<file path="config.mk">
export PLATFORM = sky130hd
export DESIGN_NAME = onehot_code_encoder
export DESIGN_NICKNAME = d
export VERILOG_FILES = /design/src/rtl/onehot_code_encoder_pkg.sv /design/src/rtl/onehot_code_encoder_stable_filter.sv /design/src/rtl/onehot_code_encoder.sv
export SDC_FILE = /design/constraint.sdc
export NUM_CORES = 1
export LEC_CHECK = 0
export BUFFER_PORTS_ARGS = -buffer_cell sky130_fd_sc_hd__buf_2
export CAP_MARGIN = 5
export CORE_AREA = 3 3 56 58
export CTS_CLUSTER_SIZE = 20
export DETAILED_ROUTE_END_ITERATION = 10
export DIE_AREA = 0 0 59 61
export PLACE_DENSITY = 0.56
export SLEW_MARGIN = 20
export SYNTH_ARGS = -nofsm -noshare
export SYNTH_HDL_FRONTEND = slang
export SYNTH_SLANG_ARGS = --single-unit
</file>
<file path="constraint.sdc">
create_clock -name clk -period 4.1 [get_ports clk]
set_input_delay 0.41 -clock clk [delete_from_list [all_inputs] [get_ports clk]]
set_output_delay 0.41 -clock clk [all_outputs]
set_load 0.1 [all_outputs]
</file>
<file path="src/rtl/onehot_code_encoder_pkg.sv">
// Shared definitions for the one-hot select return path encoder.
// States, legal one-hot patterns with their codes, and pattern helpers.
package onehot_code_encoder_pkg;

   localparam logic [2:0] ST_IDLE    = 3'd0;
   localparam logic [2:0] ST_SETTLE  = 3'd1;
   localparam logic [2:0] ST_EMIT    = 3'd2;
   localparam logic [2:0] ST_RELEASE = 3'd3;
   localparam logic [2:0] ST_ERROR   = 3'd4;

   localparam logic [3:0] OH_C0 = 4'b1000;
   localparam logic [3:0] OH_C1 = 4'b0001;
   localparam logic [3:0] OH_C2 = 4'b0010;
   localparam logic [3:0] OH_C3 = 4'b0100;

   localparam logic [1:0] CODE_C0 = 2'b00;
   localparam logic [1:0] CODE_C1 = 2'b01;
   localparam logic [1:0] CODE_C2 = 2'b10;
   localparam logic [1:0] CODE_C3 = 2'b11;

   // Non-zero with more than one bit set.
   function automatic logic is_illegal(input logic [3:0] p);
      return (p != 4'b0000) && ((p & (p - 4'd1)) != 4'b0000);
   endfunction

   function automatic logic [1:0] encode(input logic [3:0] p);
      logic [1:0] c;
      c = CODE_C0;
      case (p)
         OH_C0:   c = CODE_C0;
         OH_C1:   c = CODE_C1;
         OH_C2:   c = CODE_C2;
         OH_C3:   c = CODE_C3;
         default: c = CODE_C0;
      endcase
      return c;
   endfunction

endpackage

</file>
<file path="src/rtl/onehot_code_encoder_stable_filter.sv">
// Sample register and run-length counter for the select lines.
// ONEHOT_ENC_SYNC_EN adds a 2-flop synchronizer in front of the sample.
module stable_filter #(
   parameter int STABLE_CYCLES = 4
) (
   input  logic       clk,
   input  logic       rst_n,
   input  logic [3:0] onehot_i,
   input  logic       load_i,
   input  logic       inc_i,
   input  logic       clr_i,
   output logic [3:0] s_o,
   output logic       same_o,
   output logic       stable_o,
   output logic       zero_stable_o
);

   localparam int CW = $clog2(STABLE_CYCLES + 1);
   localparam logic [CW-1:0] CNT_MAX  = CW'(STABLE_CYCLES);
   localparam logic [CW-1:0] CNT_LAST = CW'(STABLE_CYCLES - 1);

   logic [3:0]    s;
   logic [3:0]    ref_q, ref_d;
   logic [CW-1:0] cnt_q, cnt_d;

`ifdef ONEHOT_ENC_SYNC_EN
   logic [3:0] sync1_q, sync2_q;

   always_ff @(posedge clk) begin
      if (!rst_n) begin
         sync1_q <= 4'b0000;
         sync2_q <= 4'b0000;
      end else begin
         sync1_q <= onehot_i;
         sync2_q <= sync1_q;
      end
   end

   assign s = sync2_q;
`else
   assign s = onehot_i;
`endif

   always_comb begin
      ref_d = ref_q;
      cnt_d = cnt_q;
      if (clr_i) begin
         cnt_d = '0;
      end else if (load_i) begin
         ref_d = s;
         cnt_d = CW'(1);
      end else if (inc_i) begin
         cnt_d = cnt_q + 1'b1;
      end
   end

   always_ff @(posedge clk) begin
      if (!rst_n) begin
         ref_q <= 4'b0000;
         cnt_q <= '0;
      end else begin
         ref_q <= ref_d;
         cnt_q <= cnt_d;
      end
   end

   assign s_o    = s;
   assign same_o = (s == ref_q);
   assign stable_o = same_o && (cnt_q == CNT_MAX);
   // True on the edge that completes a debounced release.
   assign zero_stable_o = (s == 4'b0000) && (cnt_q == CNT_LAST);

endmodule

</file>
<file path="src/rtl/onehot_code_encoder.sv">
// Debounces a 4-line one-hot select bus and returns its 2-bit code.
// Optional input synchronizer: define ONEHOT_ENC_SYNC_EN.
module onehot_code_encoder
   import onehot_code_encoder_pkg::*;
#(
   parameter int STABLE_CYCLES = 4
) (
   input  logic       clk,
   input  logic       rst_n,
   input  logic [3:0] onehot_in,
   input  logic       ready,
   output logic [1:0] code_out,
   output logic       valid,
   output logic       error
);

   logic [2:0] state_q, state_d;
   logic [1:0] code_q, code_d;
   logic       err_q, err_d;
   logic       load, inc, clr;
   logic [3:0] s;
   logic       same, stable, zero_stable;

   stable_filter #(
      .STABLE_CYCLES(STABLE_CYCLES)
   ) u_filter (
      .clk          (clk),
      .rst_n        (rst_n),
      .onehot_i     (onehot_in),
      .load_i       (load),
      .inc_i        (inc),
      .clr_i        (clr),
      .s_o          (s),
      .same_o       (same),
      .stable_o     (stable),
      .zero_stable_o(zero_stable)
   );

   always_comb begin
      state_d = state_q;
      code_d  = code_q;
      err_d   = err_q;
      load    = 1'b0;
      inc     = 1'b0;
      clr     = 1'b0;
      case (state_q)
         ST_IDLE: begin
            if (s != 4'b0000) begin
               load    = 1'b1;
               state_d = ST_SETTLE;
            end
         end
         ST_SETTLE: begin
            if (!same) begin
               if (s == 4'b0000) state_d = ST_IDLE;
               else              load    = 1'b1;
            end else if (stable) begin
               clr = 1'b1;
               if (is_illegal(s)) begin
                  err_d   = 1'b1;
                  state_d = ST_ERROR;
               end else begin
                  code_d  = encode(s);
                  state_d = ST_EMIT;
               end
            end else begin
               inc = 1'b1;
            end
         end
         ST_EMIT: begin
            if (ready) begin
               clr     = 1'b1;
               state_d = ST_RELEASE;
            end
         end
         ST_RELEASE, ST_ERROR: begin
            if (s != 4'b0000) begin
               clr = 1'b1;
            end else if (zero_stable) begin
               clr     = 1'b1;
               err_d   = 1'b0;
               state_d = ST_IDLE;
            end else begin
               inc = 1'b1;
            end
         end
         default: state_d = ST_IDLE;
      endcase
   end

   always_ff @(posedge clk) begin
      if (!rst_n) begin
         state_q <= ST_IDLE;
         code_q  <= 2'b00;
         err_q   <= 1'b0;
      end else begin
         state_q <= state_d;
         code_q  <= code_d;
         err_q   <= err_d;
      end
   end

   assign code_out = code_q;
   assign valid    = (state_q == ST_EMIT);
   assign error    = err_q;

endmodule
</file>
[Word-level counts from Yosys, hierarchy flattened]
Index checks and enable logic that the tools add are counted.
Word-level totals
  flip-flop bits (word level): 13
  input port bits: 7
  output and inout port bits: 4
  logic and storage cells: 80
Cells by class
  $add $sub $neg: 2
  eq/ne operators: 19
  multiplexer cells: 33
  bitwise operators: 4
  reductions and logical operators: 16
Operators with widths (number)
  2-to-1 mux 3 bit: 8
  2-to-1 mux 1 bit: 19
  != test 2 bit, second input constant: 6
  case mux 3 bit (4 select lines): 1
  AND reduction 6 bit: 2
  == test 3 x 2 -> 1 bit, second input constant: 3
  nonzero test 4 bit: 2
  == test 3 bit, second input constant: 2
  != test 3 bit, second input constant: 2
  case mux 1 bit (2 select lines): 3
  case mux 2 bit (3 select lines): 1
  AND 4 bit: 1
  == test 4 x 1 -> 1 bit, second input constant: 1
  == test 4 x 2 -> 1 bit, second input constant: 1
  == test 4 x 3 -> 1 bit, second input constant: 1
  == test 4 bit: 1
  zero test 4 bit: 1
  AND reduction 4 bit: 1
  nonzero test 2 bit: 2
  OR reduction 2 bit: 2
  subtractor 4 x 1 -> 4 bit, second input constant: 1
  adder 3 x 1 -> 3 bit, second input constant: 1
  == test 3 x 1 -> 1 bit, second input constant: 1
  logical AND 1 bit: 3
  other kinds (6): 8

[Longest topological paths before layout]
Gate-level depths: netlist (run 1).
  word-level depth: 8
  gate-level depth with buffers: 7
  depth with buffers taken out: 7

[By module]
Synthesis (run 1) repeated with hierarchy kept, for this count alone.
Unflattened totals
  cells, all modules: 99
  area total of the unflattened synthesis: 892.1 um^2
By module, submodules not included
  onehot_code_encoder: instances 1, cells each 56, area an instance 471.7 um^2, sequential area each 120.1 um^2
  stable_filter: instances 1, cells each 43, area an instance 420.4 um^2, sequential area each 140.1 um^2

[Worst setup path after synthesis (run 1)]
Ideal clock, no wire load.
  kind: register -> output
  from: register state_q[2]
  to: output port valid
  arrival: 1.840 ns
  required time: 3.690 ns
  setup slack: 1.850 ns
  cell stages (with the launch flop): 4
  buffers on the path: 1
  cell sequence: dfxtp_1 > buf_2 > nand2b_1 > nor2_1
On the way
  longest elaborated chain between the ends: 1
Ends and longest elaborated chain
  start, declared: line onehot_code_encoder.sv:17  | logic [2:0] state_q, state_d;
  start signal, assigned: line onehot_code_encoder.sv:97  | state_q <= state_d;
  == test 3 x 2 -> 1 bit: line onehot_code_encoder.sv:104  | assign valid = (state_q == ST_EMIT);
  end, declared: line onehot_code_encoder.sv:13  | output logic valid,
No other way between the ends.

[Worst setup path after layout (run 1)]
  from: register state_q[2]
  to: register u_filter.cnt_q[0]
On the way
  longest elaborated chain between the ends: 4
  elaborated cells between the ends (all ways): 12
  those cells by class: eq/ne (4); mux (4); reduce/logical (4)
Ends and longest elaborated chain
  == test 3 x 2 -> 1 bit or == test 3 bit (tied branches): line onehot_code_encoder.sv:46  | case (state_q)
  OR reduction 2 bit: line onehot_code_encoder.sv:46
  case mux 1 bit (3 select lines) or case mux 1 bit (2 select lines) (tied branches): line onehot_code_encoder.sv:46
  OR reduction 2 bit (no line) or nonzero test 2 bit (tied branches)
  end signal, assigned: line onehot_code_encoder_stable_filter.sv:63  | cnt_q <= cnt_d;
  end, declared: line onehot_code_encoder_stable_filter.sv:24  | logic [CW-1:0] cnt_q, cnt_d;
Parallel ways exist; a longest one is shown, timed or not.
A chain may end at the register's enable or synchronous reset.

==> results of run 1 <==
-- cells by family after synthesis --
group / count (synthesis)
AOI/OAI and AO/OA: 25
xor gates and xnor gates: 5
adders and majority gates: 4
buffers and inverters: 12
DFF: 13
muxes: 5
and+or+nand+nor: 33
-- synthesized netlist by cell type, types with 2 or more instances --
| master | count | area share |
|---|---|---|
| dfxtp_1 | 13 | 0.28 |
| nor2_1 | 8 | 0.032 |
| mux2i_1 | 5 | 0.053 |
| nor2b_1 | 5 | 0.033 |
| buf_2 | 4 | 0.021 |
| inv_1 | 4 | 0.016 |
| nand2_1 | 4 | 0.016 |
| o21a_1 | 4 | 0.032 |
| ha_1 | 3 | 0.040 |
| xor2_2 | 3 | 0.052 |
| a2111oi_4 | 2 | 0.058 |
| a211o_1 | 2 | 0.019 |
| a21boi_1 | 2 | 0.016 |
| a21oi_1 | 2 | 0.011 |
| and2_1 | 2 | 0.013 |
| and3_1 | 2 | 0.013 |
| buf_6 | 2 | 0.024 |
| nor3_1 | 2 | 0.011 |
| nor4_4 | 2 | 0.045 |
| o21ai_0 | 2 | 0.011 |
| o221a_1 | 2 | 0.024 |
-- power by group --
group	internal (mW)	total (mW)	switching, mW
registers	0.131	0.139	0.00781
logic	0.0206	0.0488	0.0282
clock network	0.0378	0.0837	0.0459
total	0.190	0.272	0.0819
-- per-layer routing --
layer / track usage / vias up / wire, um
met5: 0 / - / 0
met4: 0.0615 / 0 / 20
met3: 0.0340 / 2 / 73
met2: 0.197 / 10 / 853
met1: 0.149 / 335 / 946
li1: - / 363 / -
-- cell type report --
| cell class | count | area [sq um] | share of cell area |
|---|---|---|---|
| Multi-Input combinational cell | 72 | 613 | 0.611 |
| Clock buffer | 4 | 26.3 | 0.0262 |
| Tap cell | 31 | 38.8 | 0.0387 |
| Sequential cell | 13 | 260 | 0.259 |
| Timing Repair Buffer | 10 | 50.0 | 0.0499 |
| Inverter | 4 | 15.0 | 0.0150 |
-- worst max-delay path by stage --
stage / start / end / cells after the start
finish: state_q[2] / u_filter.cnt_q[0] / 5
detailed placement: onehot_in[3] / u_filter.ref_q[1] / 6
global route: state_q[2] / u_filter.cnt_q[0] / 5
floorplan: state_q[2] / valid / 3
CTS: state_q[2] / u_filter.cnt_q[0] / 5
global placement: onehot_in[1] / u_filter.cnt_q[2] / 6
-- critical path: stages, from the launching register on --
cell,delay [ns]
dfxtp_1,0.55
or3b_4,0.46
a2111oi_4,0.43
a21oi_1,0.12
xnor2_1,0.17
o21a_1,0.16
-- sequential cells by signal, indices dropped and copies added (netlist names) --
signal and count:
u_filter.ref_q 4, code_out 2, error 1, u_filter.cnt_q 3, state_q 3
==> results_dict.tcl, run 1 <==
set metrics [dict create \
    synthSimpleGateAreaFrac 0.234 \
    grt_usage 0.122 \
    setup_slack_ns 2.11 \
    hold_class "input pin to register" \
    clk_latency_ns 0.28 \
    layout_commonest_cell "dfxtp_1" \
    crit_fanout 9 \
    drc 0 \
    clkTransAtPathRegs_ns 0.09 \
    ios 11 \
    synth_edf_count 0 \
    coreArea_sq_um 2710 \
    rrSetupSlack_ns 2.11 \
    synth_xor_area_frac 0.0704 \
    htreeDepth 1 \
    fin_skew_ns 0.00962 \
    rr_endpoint "u_filter.cnt_q[0]" \
    cts_resized 0 \
    die_w_um 59 \
    fin_area_sq_um 1000 \
    startpoint_type "register" \
    yosysWarnings 0 \
    place_area_sq_um 977 \
    num_rows 19 \
    cts_tree "yes" \
    min_from "rst_n" \
    syn_avg_cell_area_sq_um 9.71 \
    nFillCells 290 \
    synth_top_family_by_area "compound AO/OA/AOI/OAI gates" \
    dp_slack_ns 2.04 \
    place_congestion 0.768 \
    initial_core_util 0.348 \
    cts_buffer_depth 2 \
    wl_per_cell_um 14.1 \
    drtIter0Drc 20 \
    area_delta_synth_final_pct 6.51 \
    nets 114 \
    synth_area_sq_um 942 \
    worst_pin_slew_ns 0.673 \
    outcome "finished, final reports clean" \
    portBuffers 10 \
    max-cap-violations 0 \
    postSynthCellCount 97 \
    clock-sinks 13 \
    holdWs_ns 0.462 \
    grt_start_max_net_pins 12 \
    power_density_nw_per_um2 271 \
    critPathArrivalTime_ns 2.18 \
    stdcell_count 134 \
    critical_path_class "register to register" \
    drive_above_1_share 0.214 \
    crit_required_ns 4.29 \
    drt.antenna.violating_nets 0 \
    root_buffer "clkbuf_4" \
    finalSetupViolations 0 \
    synth_compound_area_frac 0.243 \
    vias 710 \
    r2r_start "state_q[2]" \
    dp_hpwl_mm 1.43 \
    hold_viol_final 0 \
    min_period_ns 1.99 \
    mostFrequentLayoutCells "dfxtp_1 (13), buf_2 (10), nor2_1 (8), mux2i_1 (5), nor2b_1 (5)" \
    die-area_sq_um 3600 \
    numCtsBuffers 3 \
    utilization 0.370 \
    grt_overflow 0 \
    holdPathStages 2 \
    viasPerCell 5.30 \
    ir_worst_vdd_uv 236 \
    slew-limit-headroom 0.550 \
    n_antenna_cell 0 \
    leakage_nw 0.402 \
    synth_cell_type_count 43 \
    syn_nets 107 \
    slew_viol_final 0 \
    holdPathEnd "state_q[2]" \
    fmaxAchievable_ghz 0.504 \
    grt_pass1_vias 728 \
    r2r_cells 5 \
    ys.flop_type "dfxtp_1" \
    finalPower_mw 0.272 \
    grt_first_pass_wirelength_mm 3.31 \
    cts_hold_buf 0 \
    place_inst 130 \
    ys_async_sr_fraction 0 \
    synthMuxAreaShare 0.0531 \
    antenna_found_initial 0 \
    wirelength_mm 1.89 \
    rsz0062_at_grt "no" \
    synthAdderAreaFrac 0.0505 \
    ys_seq_area_frac 0.276 \
    tns_ns 0 \
    min_period_over_period 0.484 \
    ys_seq_elements 13 \
    cts_setup_buffers 0 \
    dr.pass1.iters 4 \
    worstSetupEndpointType "register" \
    die_y_um 61 \
]
(Power assumes the default switching activity.)
==> inputs of run 2 (changes only) <==
--- a/config.mk
+++ b/config.mk
@@ -11,7 +11,7 @@
 export CTS_CLUSTER_SIZE = 20
 export DETAILED_ROUTE_END_ITERATION = 10
 export DIE_AREA = 0 0 59 61
-export PLACE_DENSITY = 0.56
+export PLACE_DENSITY = 0.58
 export SLEW_MARGIN = 20
 export SYNTH_ARGS = -nofsm -noshare
 export SYNTH_HDL_FRONTEND = slang
==> constraint.sdc (replaced) <==
create_clock -name clk -period 1.6 [get_ports clk]
set_input_delay 0.16 -clock clk [delete_from_list [all_inputs] [get_ports clk]]
set_output_delay 0.16 -clock clk [all_outputs]
set_load 0.1 [all_outputs]
==> run 2 against run 1 <==
Net effect: the run now ends with setup timing left; total power rose to 2.8 times the previous value; highest routed layer unchanged; largest cell class unchanged; first-iteration DRC count rose by 20%; clock skew down 0.0068 ns; critical path depth is the same; cell area is 29% higher.
==> results_dict.tcl, run 2 (same netlist as run 1, synthesis figures left out) <==
set metrics [dict create \
    outcome "finished with violations" \
    violations "setup timing" \
    numCtsBuffers 3 \
    rrSetupSlack_ns -0.03 \
    crit_fanout 5 \
    holdPathEnd "state_q[2]" \
    vias 823 \
    drtIter0Drc 24 \
    htreeDepth 1 \
    mostFrequentLayoutCells "buf_4 (23), buf_2 (9), nor2_1 (7), dfxtp_1 (6), dfxtp_2 (6)" \
    startpoint_type "register" \
    drt.antenna.violating_nets 0 \
    finalSetupViolations 3 \
    nFillCells 268 \
    setup_slack_ns -0.0288 \
    grt_overflow 0 \
    hold_class "input pin to register" \
    r2r_start "state_q[2]" \
    leakage_nw 0.536 \
    reg.largest.list "u_filter.ref_q (4), state_q (3), u_filter.cnt_q (3)" \
    grt_start_max_net_pins 12 \
    critPathArrivalTime_ns 1.82 \
    wirelength_mm 2.24 \
    grt_pass1_vias 879 \
    wl_per_cell_um 14.1 \
    n_antenna_cell 0 \
    utilization 0.479 \
    hold_viol_final 0 \
    rsz0062_at_grt "yes" \
    fin_skew_ns 0.00283 \
    tns_ns -0.0483 \
    r2r_cells 5 \
    die_y_um 61 \
    drive_above_1_share 0.520 \
    dp_hpwl_mm 1.70 \
    largest_register_ffs 4 \
    cts_tree "yes" \
    layout_commonest_cell "buf_4" \
    die-area_sq_um 3600 \
    cts_hold_buf 0 \
    viasPerCell 5.21 \
    critical_path_class "register to register" \
    place_congestion 0.828 \
    initial_core_util 0.348 \
    power_density_nw_per_um2 594 \
    slew-limit-headroom 0.678 \
    rr_endpoint "u_filter.cnt_q[0]" \
    drc 0 \
    place_inst 152 \
    cts_buffer_depth 2 \
    grt_first_pass_wirelength_mm 3.95 \
    fmaxAchievable_ghz 0.614 \
    max-cap-violations 0 \
    nets 138 \
    worst_pin_slew_ns 0.487 \
    crit_required_ns 1.79 \
    holdPathStages 2 \
    portBuffers 10 \
    min_from "rst_n" \
    dr.pass1.iters 3 \
    ios 11 \
    min_period_over_period 1.02 \
    ir_worst_vdd_uv 377 \
    antenna_found_initial 0 \
    stdcell_count 158 \
    clkTransAtPathRegs_ns 0.10 \
    root_buffer "clkbuf_4" \
    clk_latency_ns 0.29 \
    regMostFlops "u_filter.ref_q" \
    worstSetupEndpointType "register" \
    area_delta_synth_final_pct 37.8 \
    clock-sinks 13 \
    die_w_um 59 \
    slew_viol_final 0 \
    grt_usage 0.150 \
    coreArea_sq_um 2710 \
    min_period_ns 1.63 \
    dp_slack_ns -0.127 \
    num_rows 19 \
]
## run 2: metal layers
layer | vias up | global-route usage | share of wire
met1 | 391 | 0.163 | 0.42
li1 | 409 | - | -
met5 | - | 0 | 0
met2 | 15 | 0.271 | 0.52
met4 | 0 | 0.0809 | 0.030
met3 | 8 | 0.0319 | 0.037
## run 2: final cells by class
cell class	count	area [sq um]	area share
tap	31	38.8	0.0299
inverter	4	15.0	0.0116
clock buffer	3	22.5	0.0173
clock inverter	1	5.00	0.00385
multi-input combinational	72	697	0.537
timing repair buffer	34	249	0.192
sequential	13	272	0.209
## run 2: how the worst max path moves through the flow
stage	to	slack, ns	cells after the start	start
2_1_floorplan	u_filter.cnt_q[1]	-0.05	5	u_filter.ref_q[0]
3_3_place_gp	u_filter.cnt_q[1]	-0.12	7	onehot_in[1]
3_5_place_dp	u_filter.cnt_q[1]	-0.13	7	u_filter.cnt_q[1]
4_1_cts	code_out[1]	-0.01	6	u_filter.ref_q[1]
5_1_grt	code_out[1]	-0.1	6	u_filter.ref_q[1]
6_report	u_filter.cnt_q[0]	-0.03	5	state_q[2]
## run 2: what timing repair did
action | in CTS | in global routing
buffers inserted | 3 | 0
resized for setup | 16 | 7
setup endpoints to repair | 11 | 13
pin swaps | 7 | 6
## run 2: power breakdown
| group | internal [mW] | total, mW | leakage (nW) | switching (mW) |
|---|---|---|---|---|
| clock network | 0.0931 | 0.226 | 0.0177 | 0.133 |
| registers | 0.337 | 0.349 | 0.109 | 0.0118 |
| logic | 0.0944 | 0.196 | 0.410 | 0.102 |
## run 2: through the flow
stage / power [mW] / hold slack (ns) / cell area [sq um]
final: 0.772 / 0.194 / 1300
after global routing: 0.814 / 0.224 / 1300
after CTS: 0.777 / 0.198 / 1270
after detailed placement: 0.534 / 0.502 / 1170
after global placement: 0.529 / 0.492 / 1170
after floorplan: 0.475 / 0.458 / 968
## run 2: worst max-delay path, stage by stage (launching register included)
cell and delay, ns:
dfxtp_4 0.37, or3b_4 0.40, a2111oi_4 0.36, a21oi_2 0.08, xnor2_1 0.14, o21a_1 0.16
==> inputs of run 3 (changes only) <==
--- a/config.mk
+++ b/config.mk
@@ -8,6 +8,7 @@
 export BUFFER_PORTS_ARGS = -buffer_cell sky130_fd_sc_hd__buf_2
 export CAP_MARGIN = 5
 export CORE_AREA = 3 3 56 58
+export CTS_BUF_LIST = sky130_fd_sc_hd__clkbuf_4 sky130_fd_sc_hd__clkbuf_8
 export CTS_CLUSTER_SIZE = 20
 export DETAILED_ROUTE_END_ITERATION = 10
 export DIE_AREA = 0 0 59 61
==> constraint.sdc (replaced) <==
create_clock -name clk -period 1.35 [get_ports clk]
set_input_delay 0.135 -clock clk [delete_from_list [all_inputs] [get_ports clk]]
set_output_delay 0.135 -clock clk [all_outputs]
set_load 0.1 [all_outputs]
==> run 3 against run 2 <==
Net effect: sequential share of layout area down 1.8 points; routed wire length up 7.0%; worst hold slack worse by 0.0098 ns; via count up 5.5%; flip-flop and latch count unchanged; first-iteration DRC count unchanged; register-to-register slack worse by 0.29 ns; critical path depth up 1; global-route usage up 0.11 points; the run still ends with setup timing left; fmax down 2.5%; sequential power up 19%; combinational power up 36%.
==> results_dict.tcl, run 3 (same netlist as run 1, synthesis figures left out) <==
set metrics [dict create \
    ios 11 \
    p_comb_frac 0.283 \
    wirelength_mm 2.39 \
    crit_fanout 6 \
    swShare 0.292 \
    setup_slack_ns -0.320 \
    crit_start "u_filter.ref_q[0]" \
    holdWs_ns 0.184 \
    wl_per_cell_um 14.4 \
    startpoint_type "register" \
    worstSetupEndpointType "register" \
    multiInputGateArea_sq_um 724 \
    cts_tree "yes" \
    fmaxAchievable_ghz 0.599 \
    mostFrequentLayoutCells "buf_4 (26), buf_2 (9), dfxtp_1 (7)" \
    path_cells "xor2_2 -> nor4_4 -> buf_4 -> and3_4 -> and2_4 -> o221a_1" \
    p_int_mw 0.668 \
    seqCellArea_sq_um 268 \
    drive_above_1_share 0.578 \
    min_from "rst_n" \
    crit_path_top_delay_cell "dfxtp_2" \
    clk_latency_ns 0.27 \
    drc 0 \
    clkTransAtPathRegs_ns 0.08 \
    regMostFlops "u_filter.ref_q" \
    hold_class "input pin to register" \
    finalSetupViolations 14 \
    grt_usage 0.151 \
    max_stage_delay_ns 0.34 \
    violations "setup timing" \
    seq_power_share 0.439 \
    antenna_found_initial 0 \
    nFillCells 260 \
    fin_skew_ns 0.00281 \
    hold_viol_final 0 \
    cts_buffer_depth 2 \
    die-area_sq_um 3600 \
    dr.pass1.iters 4 \
    slew-limit-headroom 0.680 \
    worst_pin_slew_ns 0.484 \
    min_period_ns 1.67 \
    root_buffer "clkbuf_4" \
    finalPower_mw 0.944 \
    cts_hold_buf 0 \
    grt_pass1_vias 924 \
    largest_register_ffs 4 \
    leakage_nw 0.600 \
    initial_core_util 0.348 \
    clockPowerShare 0.278 \
    r2r_start "u_filter.ref_q[0]" \
    grt_overflow 0 \
    reg.largest.list "u_filter.ref_q (4), state_q (3), u_filter.cnt_q (3)" \
    die_w_um 59 \
    utilization 0.518 \
    power_density_nw_per_um2 672 \
    max-cap-violations 0 \
    dp_hpwl_mm 1.83 \
    p_sw_mw 0.276 \
    die_y_um 61 \
    n_antenna_cell 0 \
    critical_path_class "register to register" \
    place_congestion 0.817 \
    clock-sinks 13 \
    tns_ns -3.10 \
    rsz0062_at_grt "yes" \
    htreeDepth 1 \
    viasPerCell 5.23 \
    grt_start_max_net_pins 12 \
    grt_first_pass_wirelength_mm 3.92 \
    ir_worst_vdd_uv 700 \
    numCtsBuffers 3 \
    crit_required_ns 1.57 \
    vias 868 \
    slew_viol_final 0 \
    num_rows 19 \
    min_period_over_period 1.24 \
    layout_commonest_cell "buf_4" \
    drt.antenna.violating_nets 0 \
    portBuffers 10 \
    coreArea_sq_um 2710 \
    outcome "finished with violations" \
    drtIter0Drc 24 \
    nets 146 \
    critPathArrivalTime_ns 1.89 \
    area_delta_synth_final_pct 49.0 \
]
==> run 3: cell count changes in the layout (fill, tap and decap cells not counted), sizes merged <==
| cell | delta |
|---|---|
| clkinv | -1 |
| buf | +8 |
| clkbuf | +1 |
==> run 3: layout make-up <==
class	instances	area share
multi-input cells	72	0.516
repair buffers	42	0.234
flip-flops and latches	13	0.191
well taps	31	0.0276
clock buffers	4	0.0214
inverters	4	0.0107
==> run 3: worst max-delay path, delay by kind of cell, from the launching register on <==
kind	cells	cell delay (ns)
AOI/OAI and AO/OA	1	0.17
xor gates and xnor gates	1	0.18
buffers and inverters	1	0.22
DFF	1	0.34
and+or+nand+nor	3	0.70
==> run 3: layer usage <==
metal,wire (um),vias up,global-route usage,part of all wire
met5,0,-,0,0
met2,1340,14,0.304,0.56
met1,958,427,0.147,0.40
li1,-,423,-,-
met4,41,0,0.0809,0.017
met3,48,4,0.0191,0.020
==> run 3: worst paths after layout <==
check / end / slack (ns) / cells past startpoint
worst max-delay path: code_out[1] / -0.32 / 6
worst min-delay path: error / 0.18 / 2
worst max register to register: code_out[1] / -0.32 / 6
worst min register to register: code_out[1] / 0.54 / 1
==> run 3: repair_timing <==
item / 4_1_cts / 5_1_grt
resized for setup: 18 / 7
buffers inserted: 4 / 0
endpoints found under the setup margin: 14 / 14
pin swaps: 8 / 1
==> run 3: power groups by stage <==
stage	combinational (mW)	clock, mW	sequential [mW]
after detailed placement	0.226	0	0.424
after CTS	0.257	0.278	0.415
after global placement	0.218	0	0.422
after floorplan	0.146	0	0.420
after global routing	0.288	0.295	0.417
final	0.267	0.262	0.415
==> run 3: through the flow <==
stage               instance area, sq um  cells  worst slack (ns)
floorplan                            985     97            -0.295
global placement                    1230    158            -0.337
detailed placement                  1230    158            -0.352
CTS                                 1380    166            -0.323
global route                        1400    166            -0.391
finish                              1400    166            -0.320
